--- src/rtl/mux_n2m_lane_serializer_pkg.sv ---
// Shared definitions for the N:M lane serializer: FSM state encoding and the
// width helper for the slot (phase) index.
package mux_n2m_lane_serializer_pkg;

   typedef enum logic {
      ST_IDLE = 1'b0,
      ST_EMIT = 1'b1
   } state_t;

   // Width of the slot index; a 1-bit field even for RATIO=2 or below.
   function automatic int phase_width(input int ratio);
      return (ratio > 2) ? $clog2(ratio) : 1;
   endfunction

endpackage

--- src/rtl/mux_n2m_lane_serializer_slot_sel.sv ---
// Registered RATIO:1 selector for one output lane. Picks the buffered input
// lane addressed by phase and zeroes data/valid when that lane is invalid,
// when the serializer is not emitting, or under reset.
module mux_n2m_lane_serializer_slot_sel #(
   parameter int DATA_W  = 8,
   parameter int RATIO   = 2,
   parameter int PHASE_W = 1
) (
   input  logic                      clk_2f,
   input  logic                      reset,
   input  logic                      en,
   input  logic [PHASE_W-1:0]        phase,
   input  logic [RATIO*DATA_W-1:0]   slice_data,
   input  logic [RATIO-1:0]          slice_valid,
   output logic [DATA_W-1:0]         data,
   output logic                      valid
);

   // Register the selected slot; invalid lanes never forward their data.
   // NOTE: sequential state uses non-blocking assignments so every flop samples pre-edge values.
   always_ff @(posedge clk_2f) begin
      if (reset || !en) begin
         data  <= '0;
         valid <= 1'b0;
      end else if (slice_valid[phase]) begin
         data  <= slice_data[int'(phase)*DATA_W +: DATA_W];
         valid <= 1'b1;
      end else begin
         data  <= '0;
         valid <= 1'b0;
      end
   end

endmodule

--- src/rtl/mux_n2m_lane_serializer.sv ---
// N:M lane serializer. Captures NUM_IN byte lanes into a holding buffer and
// time-multiplexes them onto NUM_IN/RATIO output lanes, one slot per clock.
// Output lane j in slot r carries input lane j*RATIO+r. Optionally skips
// slots that are invalid on every output lane.
module mux_n2m_lane_serializer
   import mux_n2m_lane_serializer_pkg::*;
#(
   parameter  int DATA_W       = 8,
   parameter  int NUM_IN       = 4,
   parameter  int RATIO        = 2,
   parameter  int SKIP_INVALID = 0,
   localparam int NUM_OUT      = NUM_IN / RATIO,
   localparam int PHASE_W      = phase_width(RATIO)
) (
   input  logic                        clk_2f,
   input  logic                        reset,
   input  logic [NUM_IN*DATA_W-1:0]    in_data,
   input  logic [NUM_IN-1:0]           in_valid,
   input  logic                        in_load,
   output logic                        in_ready,
   output logic [NUM_OUT*DATA_W-1:0]   out_data,
   output logic [NUM_OUT-1:0]          out_valid,
   output logic [PHASE_W-1:0]          out_phase
);

   typedef logic [PHASE_W-1:0] phase_t;

   if ((NUM_IN % RATIO) != 0 || RATIO < 2) begin : g_bad_params
      $error("mux_n2m_lane_serializer: NUM_IN must be a multiple of RATIO and RATIO >= 2");
   end

   state_t                     state;
   phase_t                     phase;
   logic [NUM_IN*DATA_W-1:0]   buf_data;
   logic [NUM_IN-1:0]          buf_valid;
   logic [RATIO-1:0]           live_in;
   logic [RATIO-1:0]           live_buf;
   phase_t                     first_in;
   phase_t                     next_live;
   logic                       any_in;
   logic                       has_next;
   logic                       accept;
   logic                       emit;

   // Live-slot search: lowest live slot of the incoming group and the next
   // live slot above the current phase in the buffered group.
   // NOTE: every always_comb output gets a default first so no latch is inferred.
   always_comb begin
      live_in   = '0;
      live_buf  = '0;
      first_in  = '0;
      next_live = '0;
      any_in    = 1'b0;
      has_next  = 1'b0;
      for (int r = 0; r < RATIO; r++) begin
         for (int j = 0; j < NUM_OUT; j++) begin
            live_in[r]  = live_in[r]  | in_valid[j*RATIO + r];
            live_buf[r] = live_buf[r] | buf_valid[j*RATIO + r];
         end
      end
      if (SKIP_INVALID == 0) begin
         live_in  = '1;
         live_buf = '1;
      end
      for (int r = RATIO - 1; r >= 0; r--) begin
         if (live_in[r]) begin
            first_in = phase_t'(r);
            any_in   = 1'b1;
         end
         if (live_buf[r] && (r > int'(phase))) begin
            next_live = phase_t'(r);
            has_next  = 1'b1;
         end
      end
   end

   assign emit     = (state == ST_EMIT);
   assign in_ready = !reset && (!emit || !has_next);
   assign accept   = in_load && in_ready;

   // FSM, phase counter, holding buffer and registered slot index.
   // NOTE: the holding buffer is reset too, so a group cut off by reset cannot leak out later.
   always_ff @(posedge clk_2f) begin
      if (reset) begin
         state     <= ST_IDLE;
         phase     <= '0;
         buf_data  <= '0;
         buf_valid <= '0;
         out_phase <= '0;
      end else begin
         out_phase <= emit ? phase : '0;
         case (state)
            ST_IDLE: begin
               if (accept && any_in) begin
                  buf_data  <= in_data;
                  buf_valid <= in_valid;
                  phase     <= first_in;
                  state     <= ST_EMIT;
               end
            end
            ST_EMIT: begin
               if (has_next) begin
                  phase <= next_live;
               end else if (accept && any_in) begin
                  buf_data  <= in_data;
                  buf_valid <= in_valid;
                  phase     <= first_in;
               end else begin
                  phase <= '0;
                  state <= ST_IDLE;
               end
            end
            default: begin
               phase <= '0;
               state <= ST_IDLE;
            end
         endcase
      end
   end

   for (genvar j = 0; j < NUM_OUT; j++) begin : g_lane
      mux_n2m_lane_serializer_slot_sel #(
         .DATA_W  (DATA_W),
         .RATIO   (RATIO),
         .PHASE_W (PHASE_W)
      ) u_slot_sel (
         .clk_2f      (clk_2f),
         .reset       (reset),
         .en          (emit),
         .phase       (phase),
         .slice_data  (buf_data[j*RATIO*DATA_W +: RATIO*DATA_W]),
         .slice_valid (buf_valid[j*RATIO +: RATIO]),
         .data        (out_data[j*DATA_W +: DATA_W]),
         .valid       (out_valid[j])
      );
   end

endmodule

--- config.mk ---
export PLATFORM = sky130hd
export DESIGN_NAME = mux_n2m_lane_serializer
export DESIGN_NICKNAME = d
export VERILOG_FILES = /design/src/rtl/mux_n2m_lane_serializer_pkg.sv /design/src/rtl/mux_n2m_lane_serializer_slot_sel.sv /design/src/rtl/mux_n2m_lane_serializer.sv
export SDC_FILE = /design/constraint.sdc
export NUM_CORES = 1
export LEC_CHECK = 0
export ABC_AREA = 1
export CAP_MARGIN = 15
export CORE_ASPECT_RATIO = 1.4
export CORE_MARGIN = 2
export CORE_UTILIZATION = 35
export CTS_BUF_LIST = sky130_fd_sc_hd__clkbuf_4
export DETAILED_ROUTE_END_ITERATION = 12
export PLACE_DENSITY = 0.66
export SYNTH_ARGS = -nofsm -noshare
export SYNTH_HDL_FRONTEND = slang
export SYNTH_HIERARCHICAL = 1
export SYNTH_SLANG_ARGS = --single-unit
--- constraint.sdc ---
create_clock -name clk_2f -period 1.45 [get_ports clk_2f]
set_input_delay 0.145 -clock clk_2f [delete_from_list [all_inputs] [get_ports clk_2f]]
set_output_delay 0.145 -clock clk_2f [all_outputs]
set_load 0.01 [all_outputs]
**Word level (Yosys, flattened, before mapping)**

Index checks and enable logic that the tools add are counted.

- Bits in registers: 57
- Output and inout bits: 20

- Magnitude comparators: 2
- Eq/ne operators: 2
- Shift operators: 2
- Mux-type cells: 19
- Bitwise logic cells: 3
- Reductions and logical operators: 10

Operators by type and width:

| cell | number |
|---|---|
| two-way mux 32 bit | 2 |
| one-hot mux 32 bit (2 select lines) | 1 |
| indexed part select 16 x 5 -> 8 bit | 2 |
| two-way mux 1 bit | 11 |
| two-way mux 4 bit | 2 |
| one-hot mux 4 bit (2 select lines) | 1 |
| OR reduction 2 bit | 3 |
| != test 2 bit (second input constant) | 2 |
| one-hot mux 1 bit (2 select lines) | 2 |
| zero test 1 bit | 3 |
| NOT 1 bit | 3 |
| logical AND 1 bit | 2 |
| logical OR 1 bit | 2 |
| < comparator 1 x 2 -> 1 bit (second input constant) | 1 |
| > comparator 1 bit (first input constant) | 1 |

**Logic depth before layout (Yosys ltp)**

Gate-level depths: netlist of the first run.

- Depth in word-level cells: 9
- Gate-level depth with buffers: 6
- Mapped depth without buffers: 5

**Hierarchy**

The synthesis of the first run kept the hierarchy.

By module, submodules not included:

| module | instances | cells each | area each (um^2) | seq. area each (um^2) |
|---|---|---|---|---|
| mux_n2m_lane_serializer | 1 | 252 | 1803.0 | 780.7 |
| mux_n2m_lane_serializer_slot_sel | 2 | 50 | 417.9 | 180.2 |

**Worst setup path before layout of the first run**

OpenSTA, ideal clock, no wires.

- Path kind: register -> register
- Start point: register phase
- End point: register phase
- Setup time: 0.108 ns
- Arrival time: 0.906 ns
- Required time: 1.342 ns
- Path slack: 0.436 ns
- Cell stages (with the launch flop): 7
- Clock period less this slack: 1.014 ns
- Cell sequence: dfxtp_1 > inv_2 > nand2_4 > nand3_4 > buf_6 > nand2_1 > inv_2

- Word-level cells in the longest chain between the ends: 7
- Elaborated cells between the ends (all ways): 9
- Those cells by class: 1 x order compare; 1 x eq/ne; 3 x mux; 4 x reduce/logical

RTL lines:

| item | line | text |
|---|---|---|
| start, declared | mux_n2m_lane_serializer.sv:33 | `phase_t phase;` |
| start signal, assigned | mux_n2m_lane_serializer.sv:97 | `phase <= first_in;` |
| start signal, assigned | mux_n2m_lane_serializer.sv:103 | `phase <= next_live;` |
| start signal, assigned | mux_n2m_lane_serializer.sv:107 | `phase <= first_in;` |
| > comparator 1 bit (*) | mux_n2m_lane_serializer.sv:70 | `if (live_buf[r] && (r > int'(phase))) begin` |
| two-way mux 1 bit (*) | mux_n2m_lane_serializer.sv:70 |  |
| zero test 1 bit | mux_n2m_lane_serializer.sv:78 | `assign in_ready = !reset && (!emit \|\| !has_next);` |
| logical OR 1 bit | mux_n2m_lane_serializer.sv:78 |  |
| logical AND 1 bit | mux_n2m_lane_serializer.sv:78 |  |
| logical AND 1 bit | mux_n2m_lane_serializer.sv:79 | `assign accept = in_load && in_ready;` |
| != test 2 bit (no line) | -- |  |

Mark *: on every way between the ends. The rest lies on a longest branch, timed or not.
A chain may end at the register's enable or synchronous reset.

**Worst setup path after layout of the first run**

- Start point: register g_lane[0].u_slot_sel.data[3]
- End point: output out_data[3]

RTL lines:

| item | line | text |
|---|---|---|
| start, declared | mux_n2m_lane_serializer_slot_sel.sv:15 | `output logic [DATA_W-1:0] data,` |
| start signal, assigned | mux_n2m_lane_serializer_slot_sel.sv:26 | `data <= slice_data[int'(phase)*DATA_W +: DATA_W];` |
| end, declared | mux_n2m_lane_serializer.sv:21 | `output logic [NUM_OUT*DATA_W-1:0] out_data,` |

No word-level cell between the ends.

==> results of run 1 <==
-- stage by stage --
step                      setup WS, ns  utilization (%)  instance area [um2]  hold slack (ns)  cells
final                           0.0616             45.5                 3330            0.240    509
after global routing           0.00374             45.5                 3330            0.241    509
after CTS                       0.0197             45.4                 3320            0.219    509
after detailed placement         0.194             44.3                 3240            0.503    496
after global placement           0.206             44.3                 3240            0.499    496
after floorplan                  0.436                -                 2640            0.299    352
-- placed cells by master, fill, tap and decap left out, types with 4 or more instances in the layout --
cell type / synthesis / routed
nand2_1: 109 / 109
inv_1: 39 / 39
buf_4: 6 / 8
nand4_1: 36 / 36
nor2_2: 16 / 16
clkdlybuf4s50_1: 0 / 53
nand2_2: 4 / 4
inv_2: 5 / 5
dfxtp_1: 57 / 57
nor2_1: 39 / 39
and2_1: 14 / 14
clkbuf_4: 1 / 10
-- per-layer routing --
layer | up-vias | share of wire (%) | track usage, %
met4 | 0 | 1.1 | 5.36
met3 | 7 | 5.7 | 5.05
met1 | 1002 | 45 | 18.9
met2 | 77 | 48 | 27.4
li1 | 1188 | - | -
met5 | - | 0 | 0
-- cell families (layout without fill, tap and decap cells) --
group | after synthesis | after routing
simple gates | 226 | 226
buf+inv | 67 | 127
flops | 57 | 57
compound gates | 2 | 2
-- power by group --
| group | switching (mW) | internal (mW) | leakage (nW) |
|---|---|---|---|
| clock network | 0.517 | 0.328 | 0.0507 |
| logic | 0.285 | 0.237 | 0.976 |
| registers | 0.0408 | 1.65 | 0.466 |
| total | 0.843 | 2.22 | 1.49 |
-- what timing repair did --
| action | CTS | global route |
|---|---|---|
| endpoints found under the setup margin | 1 | 3 |
| setup buffers | 0 | 0 |
| gates resized for setup | 1 | 3 |
-- area by class of cell --
| cell class | instances | area (um2) |
|---|---|---|
| Clock buffer | 10 | 75.1 |
| Timing Repair Buffer | 68 | 682 |
| Clock inverter | 3 | 11.3 |
| Multi-Input combinational cell | 228 | 1110 |
| Tap cell | 97 | 121 |
| Fill cell | 788 | 3990 |
| Sequential cell | 57 | 1140 |
| Inverter | 46 | 188 |
-- tightest hold or removal path: stages --
cell and delay [ns]:
buf_2 0.13, buf_4 0.20, nor2_1 0.11
-- state kept, by name, summed over array words and instances, names as in the netlist --
name,count
buf_data,32
g_lane.u_slot_sel/data,16
buf_valid,4
g_lane.u_slot_sel/valid,2
emit,1
out_phase,1
phase,1
-- final timing paths --
kind | start | end | slack, ns | depth (start not counted)
hold / removal | reset | out_phase$_SDFF_PP0_ | 0.24 | 3
setup reg to reg | phase$_SDFFE_PP0P_ | g_lane[0].u_slot_sel/data[5]$_SDFF_PP0_ | 0.24 | 6
hold reg to reg | buf_data[18]$_SDFFE_PP0P_ | buf_data[18]$_SDFFE_PP0P_ | 0.52 | 4
setup / recovery | g_lane[0].u_slot_sel/data[3]$_SDFF_PP0_ | out_data[3] | 0.06 | 1
==> flow_summary.toml, run 1 <==
[clock_network]
cts_tree = "done"
cts_hold_buf = 0
root_buffer = "clkbuf_4"
clkTransAtPathRegs_ns = 0.09
numCtsBuffers = 9
clkSinkCount = 57
clock_latency_ns = 0.39
htree_num_levels = 3
cts_max_path_buffers = 2

[global_routing]
grt_max_degree = 38
grt_pass1_vias = 2264
grt_remaining_overflow = 0
antenna_found_initial = 0
grt_pass1_wl_um = 10500
grt_use_total_pct = 16.0

[timing]
rsz0062_at_grt = "false"
hold_viol = 0
skew_ns = 0.0150
layout_min_cycle_time_ns = 1.39
setup_viol = 0
drv_slew = 0
fmax_mhz = 720
tns_ns = 0
worst_pin_slew_ns = 0.327
max-slew-margin-rel_pct = 78.2
timing.final.crit_share_pct = 95.7

[synthesis]
synth_area_per_cell_um2 = 7.50
yosys.area_share.simple_pct = 41.6
synth-compound-area-share_pct = 0.522
postSynthCellCount = 352
synthAdderAreaFrac_pct = 0
synth.distinct_cells = 21
synth_seq_cells = 57
yosys-top-cells-area = "dfxtp_1 (43%), nand2_1 (16%), nand4_1 (8.5%), inv_1 (5.5%), nor2_1 (5.5%)"
syn_area_um2 = 2640
synth_top_family_by_area = "simple AND/OR/NAND/NOR gates"
ys_seq_area_share_pct = 43.2
synth_nets = 391
synthFlopType = "dfxtp_1"
async_reset_ff_share_pct = 0
yosysMostFrequentCell = "nand2_1"
ys_top_cells_by_count = "nand2_1 (109), dfxtp_1 (57), inv_1 (39), nor2_1 (39), nand4_1 (36)"
synth_edf_count = 0
muxShareOfSynthArea_pct = 0
synth_top_cell_by_area = "dfxtp_1"
synth_top_area_share_pct = 43.2
synth-xor-area-share_pct = 0
ys_warn_count = 6

[die]
std_cell_rows = 37
initial_core_util_pct = 36.1
ios = 59
die_w_um = 77.4
die_h_um = 107
die-area_um2 = 8260
core-area_um2 = 7310

[power]
fin_total_pwr_mw = 3.06
p_leak_nw = 1.49
ir_drop_uv = 322
p_per_area_nw_per_um2 = 919

[finish]
layout.nets = 449
antennaDiodeCount = 0
syn_to_final_growth_pct = 26.2
drive_gt1_share_pct = 13.3

[worst_setup_path]
worst-setup-path-type = "reg -> out"
cp_max_fo = 1
cpPeakStageDelay_ns = 0.54
worstPathRequired_ns = 1.31
crit_slowest_cell = "clkdlybuf4s50_1"
worstPathArrival_ns = 1.24
crit_family = "buffers and inverters"
crit_buf_inv = 1
crit_chain = "clkdlybuf4s50_1"
end_kind = "primary output"
worstSetupStartpointType = "register"

[worst_hold_path]
hold_class = "in -> reg"

[routing]
vias_per_cell = 4.47
drtAntennaViolNets = 0
vias = 2274
wire_per_inst_um = 11.8
dr.pass1.iters = 4
dr.first_iter.drc_count = 151
drc = 0
drt-total-wl_um = 5990

[placed_design]
portBuffers = 58
hpwl_um = 4080
place.gp.congestion = 0.800

[flow_run]
drv_cap = 0

[outcome]
status = "completed"
Power figures use the tool's default switching activity.
==> inputs of run 2 (changes only) <==
--- a/config.mk
+++ b/config.mk
@@ -9,10 +9,10 @@
 export CAP_MARGIN = 15
 export CORE_ASPECT_RATIO = 1.4
 export CORE_MARGIN = 2
-export CORE_UTILIZATION = 35
+export CORE_UTILIZATION = 40
 export CTS_BUF_LIST = sky130_fd_sc_hd__clkbuf_4
 export DETAILED_ROUTE_END_ITERATION = 12
-export PLACE_DENSITY = 0.66
+export PLACE_DENSITY = 0.73
 export SYNTH_ARGS = -nofsm -noshare
 export SYNTH_HDL_FRONTEND = slang
 export SYNTH_HIERARCHICAL = 1
==> run 2 against run 1 <==
Effect of this change: critical path depth unchanged; sequential cell count unchanged; clock power up 70%; setup slack about the same; sequential share of layout area down 0.55 points; via count up 1.9%; worst hold slack worse by 0.19 ns; non-clock buffer count up 1; sequential power about the same; clock skew down 0.0037 ns.
==> flow_summary.toml, run 2 (synthesis results as in run 1) <==
[outcome]
status = "completed"

[finish]
drive_gt1_share_pct = 14.7
fin_util_pct = 52.3
final_common_cell = "nand2_1"
layout.nets = 450
largest-register = "buf_data"
largest_reg_flops = 32
antennaDiodeCount = 0
reg.largest.list = "buf_data (32), g_lane.u_slot_sel/data (16), buf_valid (4)"
num-fill-cells = 622
syn_to_final_growth_pct = 28.4
layout_common_cells = "nand2_1 (109), dfxtp_1 (56), clkdlybuf4s50_1 (54)"

[worst_setup_path]
worstSetupStartpointType = "register"
worstPathArrival_ns = 1.24
worstPathRequired_ns = 1.31
worst-setup-path-type = "reg -> out"
startpoint = "g_lane[1].u_slot_sel/data[2]$_SDFF_PP0_"
cp_max_fo = 1
cpPeakStageDelay_ns = 0.52
end_kind = "primary output"
crit_slowest_cell = "clkdlybuf4s50_1"
crit_chain = "clkdlybuf4s50_1"
crit_buf_inv = 1
timing.rr.start = "phase$_SDFFE_PP0P_"
crit_family = "buffers and inverters"

[timing]
tns_ns = 0
hold_ws_ns = 0.0527
rsz0062_at_grt = "false"
drv_slew = 0
fmax_mhz = 720
max-slew-margin-rel_pct = 77.4
timing.final.crit_share_pct = 95.8
hold_viol = 0
worst_pin_slew_ns = 0.340
setup_viol = 0
skew_ns = 0.0113
setup_ws_ns = 0.0616
layout_min_cycle_time_ns = 1.39

[die]
std_cell_rows = 35
ios = 59
die-area_um2 = 7270
die_w_um = 72.6
core-area_um2 = 6480
die_h_um = 100
initial_core_util_pct = 40.7

[power]
p_per_area_nw_per_um2 = 1080
ir_drop_uv = 886
p_leak_nw = 1.52
fin_total_pwr_mw = 3.65

[routing]
dr.pass1.iters = 4
drc = 0
wire_per_inst_um = 12.0
drtAntennaViolNets = 0
dr.first_iter.drc_count = 181
vias = 2318
vias_per_cell = 4.73
drt-total-wl_um = 5890

[worst_hold_path]
hp-start = "reset"
hold_class = "in -> reg"

[global_routing]
grt_remaining_overflow = 0
antenna_found_initial = 0
grt_pass1_wl_um = 9880
grt_pass1_vias = 2189
grt_max_degree = 38
grt_use_total_pct = 17.7

[clock_network]
clkTransAtPathRegs_ns = 0.10
clock_latency_ns = 0.40
clkSinkCount = 57
cts_tree = "done"
post-cts-setup-buffers = 0
cts_max_path_buffers = 2
root_buffer = "clkbuf_4"
htree_num_levels = 3
numCtsBuffers = 9

[flow_run]
drv_cap = 0

[placed_design]
place.gp.congestion = 0.792
portBuffers = 58
hpwl_um = 3990
place_ws_ns = 0.174
==> run 2: timing repair <==
action                                  4_1_cts  5_1_grt
hold buffers                                  1        0
endpoints found under the setup margin        1        2
pin swaps                                     0        0
hold endpoints to repair                      1        0
resized for setup                             2        2
==> run 2: where the power goes <==
group	leakage (nW)	internal, mW	total, mW	switching, mW
sequential	0.467	1.65	1.70	0.0460
combinational	0.955	0.234	0.516	0.281
clock	0.0971	0.859	1.44	0.580
total	1.52	2.74	3.65	0.908
==> run 2: area by class of cell <==
cell class	count	area [um2]	share of cell area [%]
timing repair buffer	69	677	20.0
sequential	57	1140	33.7
clock inverter	7	109	3.21
clock buffer	9	67.6	1.99
inverter	46	188	5.54
multi-input combinational	228	1110	32.8
tap	74	92.6	2.73
==> run 2: layer usage <==
metal | vias to the layer above | global-route usage, % | routed length (um)
met5 | - | 0 | 0
met4 | 0 | 11.4 | 248
met3 | 22 | 4.72 | 295
met2 | 70 | 29.5 | 2950
met1 | 1031 | 19.6 | 2390
li1 | 1195 | - | -
==> run 2: final timing paths <==
path	endpoint	slack, ns	cells after the start
setup / recovery	out_data[10]	0.06	1
setup reg to reg	g_lane[0].u_slot_sel/data[6]$_SDFF_PP0_	0.25	6
hold / removal	out_phase$_SDFF_PP0_	0.05	2
hold reg to reg	buf_data[2]$_SDFFE_PP0P_	0.52	4
==> run 2: per-stage QoR <==
stage               cells  cell area, um2
global placement      473            3200
global route          490            3390
detailed placement    473            3200
finish                490            3390
CTS                   490            3380
floorplan             352            2640
